==> src/rtl/pingpong_pkg.sv <==
// -----------------------------------------------------------------------------
// pingpong_pkg
// Shared definitions for the ping-pong buffer scheduler: FSM state encoding,
// default bank depth, read-address width, settle length and drop-counter width.
// No ports (package).
// -----------------------------------------------------------------------------
package pingpong_pkg;

   typedef enum logic [1:0] {
      WAIT_FILL = 2'd0,
      SETTLE    = 2'd1,
      READ      = 2'd2
   } state_t;

   localparam int DP_DEF         = 1024;  // words per bank
   localparam int AW_DEF         = 16;    // read-address width
   localparam int SETTLE_CYC_DEF = 2;     // idle cycles after a bank toggle
   localparam int DCW_DEF        = 16;    // dropped-beat counter width
   localparam int SCW            = 4;     // settle counter width

endpackage

==> src/rtl/pingpong_sched_if.sv <==
// -----------------------------------------------------------------------------
// pingpong_sched_if
// Bundles the scheduler's control inputs and buffer/consumer-facing outputs.
//   i_en          block enable
//   i_fill_ready  fill bank holds a full frame (level)
//   i_din_vld     input beat valid (drop accounting only)
//   i_rd_stall    consumer back-pressure
//   o_switch      bank-select level
//   o_rd_addr     read address, o_rd_vld qualifies it
//   o_frame_start / o_frame_done  frame boundary pulses
//   o_busy        scheduler settling or reading
//   o_drop_cnt    saturating dropped-beat count
// Modport master is the scheduler, modport slave is its environment.
// -----------------------------------------------------------------------------
interface pingpong_sched_if #(
   parameter int AW  = 16,
   parameter int DCW = 16
);
   logic           i_en;
   logic           i_fill_ready;
   logic           i_din_vld;
   logic           i_rd_stall;
   logic           o_switch;
   logic [AW-1:0]  o_rd_addr;
   logic           o_rd_vld;
   logic           o_frame_start;
   logic           o_frame_done;
   logic           o_busy;
   logic [DCW-1:0] o_drop_cnt;

   modport master (
      input  i_en, i_fill_ready, i_din_vld, i_rd_stall,
      output o_switch, o_rd_addr, o_rd_vld, o_frame_start, o_frame_done,
             o_busy, o_drop_cnt
   );

   modport slave (
      output i_en, i_fill_ready, i_din_vld, i_rd_stall,
      input  o_switch, o_rd_addr, o_rd_vld, o_frame_start, o_frame_done,
             o_busy, o_drop_cnt
   );
endinterface

==> src/rtl/pp_rd_addr_gen.sv <==
// -----------------------------------------------------------------------------
// pp_rd_addr_gen
// Linear read-address counter for one bank of the ping-pong buffer.
//   clk, rst  clock and asynchronous active-high reset
//   clr       force the address back to 0
//   adv       advance (one accepted read); wraps to 0 after the last address
//   addr      registered read address
//   last      addr is the final word of the bank (DP-1)
// Without adv the address holds, which is how consumer stalls are absorbed.
// -----------------------------------------------------------------------------
module pp_rd_addr_gen
   import pingpong_pkg::*;
#(
   parameter int DP = DP_DEF,
   parameter int AW = AW_DEF
) (
   input  logic          clk,
   input  logic          rst,
   input  logic          clr,
   input  logic          adv,
   output logic [AW-1:0] addr,
   output logic          last
);

   localparam logic [AW-1:0] LAST_ADDR = AW'(DP - 1);

   logic [AW-1:0] addr_reg;
   logic [AW-1:0] addr_next;

   assign last = (addr_reg == LAST_ADDR);
   assign addr = addr_reg;

   always_comb begin
      addr_next = addr_reg;
      if (clr) begin
         addr_next = '0;
      end else if (adv) begin
         // Wrapping on the last accept leaves the address at 0 between frames.
         addr_next = last ? '0 : addr_reg + AW'(1);
      end
   end

   always_ff @(posedge clk or posedge rst) begin
      if (rst) begin
         addr_reg <= '0;
      end else begin
         addr_reg <= addr_next;
      end
   end

endmodule

==> src/rtl/pingpong_sched.sv <==
// -----------------------------------------------------------------------------
// pingpong_sched
// Scheduler for the input ping-pong buffer. Waits for the fill bank to report
// full, flips the bank select, lets the buffer settle for SETTLE_CYC cycles,
// then streams addresses 0..DP-1 of the swapped-out bank to the conv engine.
// Also counts input beats that arrive while the fill bank is full and the
// reader is still busy.
//   i_clk, i_rst  clock, asynchronous active-high reset
//   bus           pingpong_sched_if.master (controls in, buffer/consumer out)
// All outputs are registered. i_en low freezes every state element and
// drives the valid/pulse outputs low from the next cycle on. A read is
// accepted only on an enabled edge with o_rd_vld high and no stall.
// -----------------------------------------------------------------------------
module pingpong_sched
   import pingpong_pkg::*;
#(
   parameter int DP         = DP_DEF,
   parameter int AW         = AW_DEF,
   parameter int SETTLE_CYC = SETTLE_CYC_DEF,
   parameter int DCW        = DCW_DEF
) (
   input  logic             i_clk,
   input  logic             i_rst,
   pingpong_sched_if.master bus
);

   localparam logic [SCW-1:0] SETTLE_LD = SCW'(SETTLE_CYC);

   state_t         state_reg, state_next;
   logic [SCW-1:0] settle_reg, settle_next;
   logic           switch_reg, switch_next;
   logic           rd_vld_reg, rd_vld_next;
   logic           frame_start_reg, frame_start_next;
   logic           frame_done_reg, frame_done_next;
   logic           busy_reg, busy_next;
   logic [DCW-1:0] drop_reg, drop_next;

   logic           accept;
   logic           addr_clr;
   logic           last;
   logic [AW-1:0]  addr;

   assign accept = bus.i_en & rd_vld_reg & ~bus.i_rd_stall & (state_reg == READ);

   pp_rd_addr_gen #(
      .DP (DP),
      .AW (AW)
   ) u_addr (
      .clk  (i_clk),
      .rst  (i_rst),
      .clr  (addr_clr),
      .adv  (accept),
      .addr (addr),
      .last (last)
   );

   always_comb begin
      state_next       = state_reg;
      settle_next      = settle_reg;
      switch_next      = switch_reg;
      rd_vld_next      = 1'b0;
      frame_start_next = 1'b0;
      frame_done_next  = 1'b0;
      addr_clr         = 1'b0;
      drop_next        = drop_reg;

      if (bus.i_en) begin
         case (state_reg)
            WAIT_FILL: begin
               // The only place the bank select may change.
               if (bus.i_fill_ready) begin
                  switch_next = ~switch_reg;
                  settle_next = SETTLE_LD;
                  state_next  = SETTLE;
                  addr_clr    = 1'b1;
               end
            end
            SETTLE: begin
               // Counter value 1 is the last idle cycle; reads start next.
               if (settle_reg <= SCW'(1)) begin
                  settle_next      = '0;
                  state_next       = READ;
                  rd_vld_next      = 1'b1;
                  frame_start_next = 1'b1;
               end else begin
                  settle_next = settle_reg - SCW'(1);
               end
            end
            READ: begin
               if (accept && last) begin
                  state_next      = WAIT_FILL;
                  frame_done_next = 1'b1;
               end else begin
                  // Covers stalls and the first cycle after an i_en freeze.
                  rd_vld_next = 1'b1;
               end
            end
            default: begin
               state_next = WAIT_FILL;
            end
         endcase

         // Fill bank full while the reader still owns the other bank: beat lost.
         if (bus.i_din_vld && bus.i_fill_ready && (state_reg != WAIT_FILL) &&
             (drop_reg != {DCW{1'b1}})) begin
            drop_next = drop_reg + DCW'(1);
         end
      end

      busy_next = (state_next != WAIT_FILL);
   end

   always_ff @(posedge i_clk or posedge i_rst) begin
      if (i_rst) begin
         state_reg       <= WAIT_FILL;
         settle_reg      <= '0;
         switch_reg      <= 1'b0;
         rd_vld_reg      <= 1'b0;
         frame_start_reg <= 1'b0;
         frame_done_reg  <= 1'b0;
         busy_reg        <= 1'b0;
         drop_reg        <= '0;
      end else begin
         state_reg       <= state_next;
         settle_reg      <= settle_next;
         switch_reg      <= switch_next;
         rd_vld_reg      <= rd_vld_next;
         frame_start_reg <= frame_start_next;
         frame_done_reg  <= frame_done_next;
         busy_reg        <= busy_next;
         drop_reg        <= drop_next;
      end
   end

   assign bus.o_switch      = switch_reg;
   assign bus.o_rd_addr     = addr;
   assign bus.o_rd_vld      = rd_vld_reg;
   assign bus.o_frame_start = frame_start_reg;
   assign bus.o_frame_done  = frame_done_reg;
   assign bus.o_busy        = busy_reg;
   assign bus.o_drop_cnt    = drop_reg;

endmodule

==> src/flat_wrapper.sv <==
// flat-port wrapper written by rule: the top's interface ports become plain ports
module pingpong_sched_flat import pingpong_pkg::*;
#(
   parameter int DP         = DP_DEF,
   parameter int AW         = AW_DEF,
   parameter int SETTLE_CYC = SETTLE_CYC_DEF,
   parameter int DCW        = DCW_DEF
)
  (i_clk, i_rst, bus_i_en, bus_i_fill_ready, bus_i_din_vld, bus_i_rd_stall, bus_o_switch, bus_o_rd_addr, bus_o_rd_vld, bus_o_frame_start, bus_o_frame_done, bus_o_busy, bus_o_drop_cnt);
  pingpong_sched_if #(.AW(AW), .DCW(DCW)) bus_i ();
  input  logic i_clk;
  input  logic i_rst;
  input wire logic [$bits(bus_i.i_en)-1:0] bus_i_en;
  input wire logic [$bits(bus_i.i_fill_ready)-1:0] bus_i_fill_ready;
  input wire logic [$bits(bus_i.i_din_vld)-1:0] bus_i_din_vld;
  input wire logic [$bits(bus_i.i_rd_stall)-1:0] bus_i_rd_stall;
  output wire logic [$bits(bus_i.o_switch)-1:0] bus_o_switch;
  output wire logic [$bits(bus_i.o_rd_addr)-1:0] bus_o_rd_addr;
  output wire logic [$bits(bus_i.o_rd_vld)-1:0] bus_o_rd_vld;
  output wire logic [$bits(bus_i.o_frame_start)-1:0] bus_o_frame_start;
  output wire logic [$bits(bus_i.o_frame_done)-1:0] bus_o_frame_done;
  output wire logic [$bits(bus_i.o_busy)-1:0] bus_o_busy;
  output wire logic [$bits(bus_i.o_drop_cnt)-1:0] bus_o_drop_cnt;
  assign bus_i.i_en = bus_i_en;
  assign bus_i.i_fill_ready = bus_i_fill_ready;
  assign bus_i.i_din_vld = bus_i_din_vld;
  assign bus_i.i_rd_stall = bus_i_rd_stall;
  assign bus_o_switch = bus_i.o_switch;
  assign bus_o_rd_addr = bus_i.o_rd_addr;
  assign bus_o_rd_vld = bus_i.o_rd_vld;
  assign bus_o_frame_start = bus_i.o_frame_start;
  assign bus_o_frame_done = bus_i.o_frame_done;
  assign bus_o_busy = bus_i.o_busy;
  assign bus_o_drop_cnt = bus_i.o_drop_cnt;
  pingpong_sched #(.DP(DP), .AW(AW), .SETTLE_CYC(SETTLE_CYC), .DCW(DCW)) u_core (.i_clk(i_clk), .i_rst(i_rst), .bus(bus_i));
endmodule
==> config.mk <==
export PLATFORM = sky130hd
export DESIGN_NAME = pingpong_sched_flat
export DESIGN_NICKNAME = d
export VERILOG_FILES = /design/src/rtl/pingpong_pkg.sv /design/src/rtl/pingpong_sched_if.sv /design/src/rtl/pp_rd_addr_gen.sv /design/src/rtl/pingpong_sched.sv /design/src/flat_wrapper.sv
export SDC_FILE = /design/constraint.sdc
export NUM_CORES = 1
export LEC_CHECK = 0
export ABC_AREA = 1
export BUFFER_PORTS_ARGS = -buffer_cell sky130_fd_sc_hd__buf_2
export CAP_MARGIN = 20
export CORE_MARGIN = 2
export CORE_UTILIZATION = 46
export DETAILED_ROUTE_END_ITERATION = 16
export MAX_ROUTING_LAYER = met4
export PLACE_DENSITY = 0.67
export SLEW_MARGIN = 20
export SYNTH_ARGS = -nofsm -noshare
export SYNTH_HDL_FRONTEND = slang
export SYNTH_HIERARCHICAL = 1
export SYNTH_SLANG_ARGS = --single-unit
==> constraint.sdc <==
create_clock -name i_clk -period 2.7 [get_ports i_clk]
set_input_delay 0.675 -clock i_clk [delete_from_list [all_inputs] [get_ports i_clk]]
set_output_delay 0.675 -clock i_clk [all_outputs]
set_load 0.05 [all_outputs]
Word level (Yosys, flattened, before mapping):

Index checks and enable logic that the tools add are counted.

* add/sub/neg operators: 3
* order comparisons: 1
* eq/ne operators: 5
* multiplexer cells: 23
* bitwise operators: 5
* reduce and logical (&&, ||, !) cells: 12

Operators by type and width (count)
* 16-bit 2-to-1 mux: 3
* 16-bit by 1-bit adder with 16-bit output (second input constant): 2
* 16-bit by 10-bit == test with 1-bit output (second input constant): 1
* 16-bit inequality test (second input constant): 1
* 1-bit 2-to-1 mux: 11
* 2-bit 2-to-1 mux: 4
* 4-bit 2-to-1 mux: 2
* 4-bit case mux with 2 select lines: 1
* 2-bit nonzero test: 4
* 2-bit case mux with 3 select lines: 1
* 3-bit AND reduction: 2
* 4-bit by 1-bit <= comparator with 1-bit output (second input constant): 1
* 1-bit logical AND: 4
* 4-bit by 1-bit subtractor with 4-bit output (second input constant): 1
* 1-bit AND: 3
* 2-bit by 1-bit == test with 1-bit output (second input constant): 1
* 2-bit == test (second input constant): 1
* 2-bit logical NOT: 1
* 2-bit inequality test (second input constant): 1
* 1-bit inverter: 2
* 1-bit case mux with 2 select lines: 1
* 2-bit AND reduction: 1

* register bits: 43
* input port bits: 6
* output and inout bits: 37

Longest topological paths before layout:

Gate-level depths: netlist (run 1).

* depth after elaboration: 8
* gate-level depth with buffers: 11
* mapped depth without buffers: 11

By module:

The synthesis (run 1) kept the hierarchy.

By module, submodules not included
* pingpong_sched: times used 1, cells an instance 222, area each 1647.8 µm², seq. area each 675.6 µm²
* pp_rd_addr_gen: times used 1, cells an instance 146, area each 1031.0 µm², seq. area each 400.4 µm²

Least setup slack after synthesis (run 1):

No wires, ideal clock.

* kind: register -> register
* start: register u_core.u_addr.addr_reg[0] (netlist: u_core/u_addr/addr[0])
* end: register u_core.busy_reg (netlist: u_core/bus.o_busy)
* library setup time: 0.124 ns
* arrival time: 1.831 ns
* setup slack: 0.745 ns
* cell stages (with the launch flop): 11
* path buffers: 0
* period minus slack after synthesis: 1.955 ns
* path through: dfrtp_1 ha_1 nand3_2 nor2_4 nand2_4 inv_1 nand3_1 nand2_1 nand2_1 a21oi_1 nand2_1

* cells in the longest elaborated chain, start to end: 6

RTL lines
* start, declared: line pp_rd_addr_gen.sv:27 `logic [AW-1:0] addr_reg;`
* start signal, assigned: line pp_rd_addr_gen.sv:47 `addr_reg <= addr_next;`
* 16-bit by 10-bit == test with 1-bit output: line pp_rd_addr_gen.sv:30 `assign last = (addr_reg == LAST_ADDR);`
* named net u_core.last: line pingpong_sched.sv:40 `logic last;`
* 1-bit logical AND: line pingpong_sched.sv:90 `if (accept && last) begin`
* 2-bit 2-to-1 mux: line pingpong_sched.sv:90
* 2-bit case mux with 3 select lines: line pingpong_sched.sv:68 `case (state_reg)`
* 2-bit 2-to-1 mux: line pingpong_sched.sv:67 `if (bus.i_en) begin`
* 2-bit nonzero test: line pingpong_sched.sv:110 `busy_next = (state_next != WAIT_FILL);`
* named net u_core.busy_next: line pingpong_sched.sv:35 `logic busy_reg, busy_next;`
* end signal, assigned: line pingpong_sched.sv:130 `busy_reg <= busy_next;`
* end, declared: line pingpong_sched.sv:35

The timed path passes the listed nets, and every way through them passes these cells.
A chain may end at the register's enable or synchronous reset.

Worst setup path in the final report (run 1):

* start: register u_core.state_reg[0]
* end: register u_core.u_addr.addr_reg[9] (netlist: u_core/u_addr/addr[9])

RTL lines
* start, declared: line pingpong_sched.sv:29 `state_t state_reg, state_next;`
* start signal, assigned: line pingpong_sched.sv:124 `state_reg <= state_next;`
* 2-bit == test: line pingpong_sched.sv:43 `assign accept = bus.i_en & rd_vld_reg & ~bus.i_rd_stall & (state_reg == READ);`
* 1-bit AND: line pingpong_sched.sv:43
* named net u_core.accept: line pingpong_sched.sv:38 `logic accept;`
* 2-bit nonzero test (no source line)

The timed path passes the listed nets, and every way through them passes these cells.

==> impl_metrics.yaml, run 1 <==
worst_setup_path:
  startpoint_type: "register"
  crit_fanout: 14
  worst-path-buf-inv: 1
  cp_data_required_time_ns: 2.88
  crit_path_cell_trace: "inv_1 -> ha_1 -> nand2_1 -> nor3_1 -> nor2_2 -> nor3_1 -> nand2_1 -> xor2_1 -> nor2_1"
  cp_data_arrival_time_ns: 2.33
  crit_path_end_kind: "register"
  cp_slowest_cell: "dfrtp_1"
  cpPeakStageDelay_ns: 0.42
  critical_path_class: "reg2reg"
  crit_family: "simple AND/OR/NAND/NOR gates"
timing:
  tns_ns: 0
  max_slew_margin_pct: 56.10
  min_period_ns: 2.149
  rsz0062_at_grt: "no"
  min_period_over_period_pct: 79.60
  fin_skew_ns: 0.008400
  timing.fmax_mhz: 465.3
  worst_slack_ns: 0.5507
  hold_viol_final: 0
  setup_viol_count_final: 0
  tightest_slew_ns: 0.6578
  final-max-slew-violation-count: 0
synthesis:
  synth-edff-count: 0
  synthesis.nets: 382
  yosys.area.top_type: "dfrtp_1"
  synthTopCellsByCount: "nand2_1 (126), nor2_1 (45), dfrtp_1 (43)"
  ys_types: 29
  syn_area_per_cell_um2: 7.279
  synth_top_area_share_pct: 40.17
  syn_inst: 368
  ys_async_sr_fraction_pct: 100.0
  synth_warnings: 6
  synthFlopType: "dfrtp_1"
  synth_seq_area_share_pct: 40.17
  yosysMostFrequentCell: "nand2_1"
  netlist_area_um2: 2679
  synth_area_leaders: "dfrtp_1 (40%), nand2_1 (18%), nor2_1 (6.3%), inv_1 (5.6%), nand3_1 (4.1%)"
  synth_seq_cells: 43
power_and_ir_drop:
  p_per_area_nw_per_um2: 592.4
  ir_worst_vdd_mv: 0.5145
  leakage_nw: 1.628
detailed_routing:
  routed_via_density: 4.828
  drtIter0Drc: 112
  first_pass_iters: 4
  postRouteAntennaNets: 0
  vias: 2356
  routed_wl_um: 5777
  drt_drc_violations_left: 0
  wire_per_inst_um: 11.84
grt:
  first_global_vias: 2120
  overflow: 0
  grt_max_degree: 18
  grt_pass1_wl_um: 9666
  grt_use_total_pct: 19.62
  antenna_found_initial: 0
run:
  cap_violations: 0
cts:
  htree_levels: 2
  clock_path_buffers: 2
  clock-sinks: 43
  cts_resized: 0
  cts.clk_slew.worst_paths_ns: 0.08
  numCtsBuffers: 5
  holdBufCountCts: 0
  insertion_delay_ns: 0.30
  cts_root_buffer: "clkbuf_8"
  post-cts-setup-buffers: 0
  cts_tree: "done"
place:
  dp_hpwl_um: 4361
  pre_cts_ws_ns: 0.4451
  gp_congestion: 0.8823
  port_buffers: 42
floorplan:
  fp-row-count: 27
  chipHeight_um: 80.31
  io_pins: 43
  initial_utilization_pct: 48.06
  fp.dieArea_um2: 6450
  die_w_um: 80.31
  coreArea_um2: 5574
cells_and_area:
  fin_nets: 429
  multi_input_area_um2: 1401
  syn2layout_area_growth_pct: 13.73
  diodes: 0
  fillerInstances: 556
  drive_above_1_share_pct: 17.79
  seq_area_um2: 1076
outcome:
  outcome: "finished clean"
min_path:
  hold_class: "in2async"
[per-stage QoR]
stage | std cells | area [um2] | total power (W) | hold WS, ns | utilization, %
final | 488 | 3047 | 0.001805 | 0.4593 | 54.66
after global routing | 488 | 3047 | 0.001938 | 0.5038 | 54.66
after CTS | 488 | 3047 | 0.001830 | 0.4860 | 54.66
after detailed placement | 480 | 2965 | 0.001422 | 0.4863 | 53.20
after global placement | 480 | 2965 | 0.001412 | 0.4818 | 53.20
after floorplan | 368 | 2679 | 0.001289 | 0.5056 | -
[layout make-up]
type	instances	share of cell area, %
multi-input cells	274	46.00
flip-flops and latches	43	35.32
repair buffers	43	7.146
inverters	48	5.914
well taps	72	2.957
clock buffers	7	2.505
clock inverters	1	0.1643
[routing by layer]
metal | vias to the layer above | global-route usage, % | wire [um]
met5 | - | - | 0
met4 | 0 | 6.102 | 51
met2 | 50 | 29.83 | 2616
met3 | 6 | 2.697 | 233
li1 | 1245 | - | -
met1 | 1055 | 27.32 | 2875
[where the power goes]
part / internal (W) / switching, W
Clock: 0.000182 / 0.000218
Combinational: 0.000179 / 0.000435
Sequential: 0.000722 / 0.0000689
[cells in the final DEF (no fill, tap or decap)]
cell type	count
nor2_8	1
o21bai_1	1
a21oi_1	9
clkinv_1	1
nor3_1	2
buf_4	1
o21bai_4	1
nand2_1	126
dfrtp_1	43
o21ai_1	11
nor3b_1	1
nor2_4	3
nand3_4	1
nor2_1	45
xnor2_1	9
ha_1	8
clkbuf_1	2
nand3_1	22
inv_2	7
clkbuf_8	5
o21ai_4	1
nand3_2	3
buf_2	42
xor2_1	8
nand2_4	1
nand4_1	10
or2_1	1
nor2_2	5
nand2_2	2
clkinv_2	1
inv_1	40
o21ai_0	3
[cells by family (layout without fill, tap and decap cells)]
logic type / after synthesis / after routing / share of synthesized area [%]
AO/OA/AOI/OAI: 26 / 26 / 5.885
XOR/XNOR: 17 / 17 / 5.558
adder cells (fa/ha/maj): 8 / 8 / 3.737
buffers and inverters: 51 / 99 / 7.520
flip-flops: 43 / 43 / 40.17
AND/OR/NAND/NOR: 223 / 223 / 37.13
[worst paths after layout]
path / start / endpoint / cells past startpoint / slack, ns
max: u_core/state_reg[0]$_DFF_PP0_ / u_core/u_addr/addr[9]$_DFFE_PP0P_ / 9 / 0.55
min: i_rst / u_core/bus.o_drop_cnt[4]$_DFFE_PP0P_ / 2 / 0.46
max reg2reg: u_core/state_reg[0]$_DFF_PP0_ / u_core/u_addr/addr[9]$_DFFE_PP0P_ / 9 / 0.55
min reg2reg: u_core/bus.o_switch$_DFFE_PP0P_ / u_core/bus.o_switch$_DFFE_PP0P_ / 1 / 0.49
max in group asynchronous: i_rst / u_core/bus.o_switch$_DFFE_PP0P_ / 3 / 1.64
min in group i_clk: u_core/bus.o_switch$_DFFE_PP0P_ / u_core/bus.o_switch$_DFFE_PP0P_ / 1 / 0.49
Note: power is estimated with default switching activity, not from simulation.
==> inputs of run 2 (changes only) <==
- clock period: 2.7 -> 2.1 ns (I/O delays scaled with it)
==> run 2 against run 1 <==
Effect of this change:
- core utilization up 1.3 points
- sequential cell count unchanged
- global-route usage up 0.89 points
- worst setup slack worse by 0.28 ns
- power up 38%
- critical endpoint is now u_core/u_addr/addr[8]$_DFFE_PP0P_
==> impl_metrics.yaml, run 2 (same netlist as run 1, synthesis figures left out) <==
outcome:
  outcome: "finished clean"
cts:
  post-cts-setup-buffers: 0
  cts_root_buffer: "clkbuf_8"
  insertion_delay_ns: 0.30
  clock_path_buffers: 2
  cts_resized: 0
  htree_levels: 2
  clock-sinks: 43
  cts_tree: "done"
  numCtsBuffers: 5
  holdBufCountCts: 0
  cts.clk_slew.worst_paths_ns: 0.08
floorplan:
  io_pins: 43
  coreArea_um2: 5574
  initial_utilization_pct: 48.06
  chipHeight_um: 80.31
  die_w_um: 80.31
  fp.dieArea_um2: 6450
  fp-row-count: 27
min_path:
  hold_class: "in2async"
cells_and_area:
  final_common_cell: "nand2_1"
  final_cell_mix: "nand2_1 (126), nor2_1 (45), dfrtp_1 (43), buf_2 (42), inv_1 (40)"
  fin_nets: 432
  diodes: 0
  syn2layout_area_growth_pct: 16.39
  drive_above_1_share_pct: 18.85
grt:
  grt_use_total_pct: 20.52
  met3_usage_pct: 3.933
  grt_pass1_wl_um: 10190
  first_global_vias: 2287
  antenna_found_initial: 0
  grtUsageMet2_pct: 32.25
  grt_max_degree: 18
  top_usage_layer: "met2"
  overflow: 0
  grt.met1_usage_pct: 27.46
power_and_ir_drop:
  p_per_area_nw_per_um2: 799.7
  ir_worst_vdd_mv: 0.7371
  leakage_nw: 1.667
timing:
  min_period_ns: 1.828
  fin_skew_ns: 0.004779
  max_slew_margin_pct: 57.65
  min_period_over_period_pct: 87.07
  tightest_slew_ns: 0.6346
  rsz0062_at_grt: "no"
  setup_viol_count_final: 0
  hold_ws_ns: 0.2617
  hold_viol_final: 0
  timing.fmax_mhz: 546.9
  final-max-slew-violation-count: 0
  tns_ns: 0
worst_setup_path:
  cp_data_required_time_ns: 2.29
  ff2ff_setup_slack_ns: 0.27
  r2r-start: "u_core/state_reg[0]$_DFF_PP0_"
  crit_path_end_kind: "register"
  critical_path_class: "reg2reg"
  worstRegToRegCells: 9
  r2r-end: "u_core/u_addr/addr[8]$_DFFE_PP0P_"
  cp_data_arrival_time_ns: 2.01
  startpoint_type: "register"
  crit_fanout: 8
place:
  dp_hpwl_um: 4560
  port_buffers: 42
  gp_congestion: 0.8497
detailed_routing:
  drtIter0Drc: 124
  drt_drc_violations_left: 0
  first_pass_iters: 4
  postRouteAntennaNets: 0
  routed_wl_um: 5906
  wire_per_inst_um: 12.03
  routed_via_density: 4.890
  vias: 2401
run:
  cap_violations: 0
## run 2: cell types whose count changed in the layout (fill, tap and decap cells not counted), sizes merged
cell,delta
buf,+3
bufinv,+1
clkbuf,-1
## run 2: worst max-delay path, cell delays in order, from the launching register on
cell	delay, ns
dfrtp_1	0.41
inv_1	0.09
ha_1	0.24
nand3_1	0.14
inv_1	0.09
nor2_2	0.27
buf_4	0.22
nor2_1	0.05
o21ai_0	0.14
nor2_1	0.06
## run 2: layout make-up
| type | count | area, um2 |
|---|---|---|
| Tap cell | 72 | 90.09 |
| Fill cell | 539 | 2456 |
| Clock buffer | 6 | 82.58 |
| Inverter | 48 | 180.2 |
| Clock inverter | 2 | 35.03 |
| Multi-Input combinational cell | 274 | 1401 |
| Sequential cell | 43 | 1076 |
| Timing Repair Buffer | 46 | 252.7 |
## run 2: how the worst max path moves through the flow
stage	startpoint	endpoint	slack (ns)	cells past startpoint
6_report	u_core/state_reg[0]$_DFF_PP0_	u_core/u_addr/addr[8]$_DFFE_PP0P_	0.27	9
3_5_place_dp	u_core/state_reg[0]$_DFF_PP0_	u_core/u_addr/addr[6]$_DFFE_PP0P_	0.28	9
5_1_grt	u_core/state_reg[0]$_DFF_PP0_	u_core/u_addr/addr[9]$_DFFE_PP0P_	0.11	10
2_1_floorplan	u_core/u_addr/addr[0]$_DFFE_PP0P_	u_core/bus.o_busy$_DFF_PP0_	0.14	10
3_3_place_gp	u_core/u_addr/addr[0]$_DFFE_PP0P_	u_core/bus.o_busy$_DFF_PP0_	0.31	10
4_1_cts	u_core/state_reg[0]$_DFF_PP0_	u_core/u_addr/addr[8]$_DFFE_PP0P_	0.27	9
## run 2: per-stage QoR
| step | power, W | utilization (%) | setup slack [ns] | instance area [um2] | std cells |
|---|---|---|---|---|---|
| floorplan | 0.001658 | - | 0.1449 | 2679 | 368 |
| global placement | 0.001824 | 53.83 | 0.3126 | 3000 | 483 |
| detailed placement | 0.001843 | 53.83 | 0.2771 | 3000 | 483 |
| CTS | 0.002524 | 55.94 | 0.2717 | 3118 | 491 |
| global route | 0.002672 | 55.94 | 0.1146 | 3118 | 491 |
| finish | 0.002494 | 55.94 | 0.2716 | 3118 | 491 |
## run 2: where the power goes
part | leakage, nW | total, W | switching, W | internal, W
logic | 1.02 | 0.000803 | 0.000565 | 0.000238
clock network | 0.0612 | 0.000671 | 0.000286 | 0.000385
registers | 0.587 | 0.00102 | 0.0000916 | 0.000929
total | 1.67 | 0.00249 | 0.000942 | 0.00155
## run 2: per-layer routing
metal,vias up,routed length (um)
li1,1246,-
met1,1092,2872
met2,56,2694
met3,7,275
met4,0,63
met5,-,0
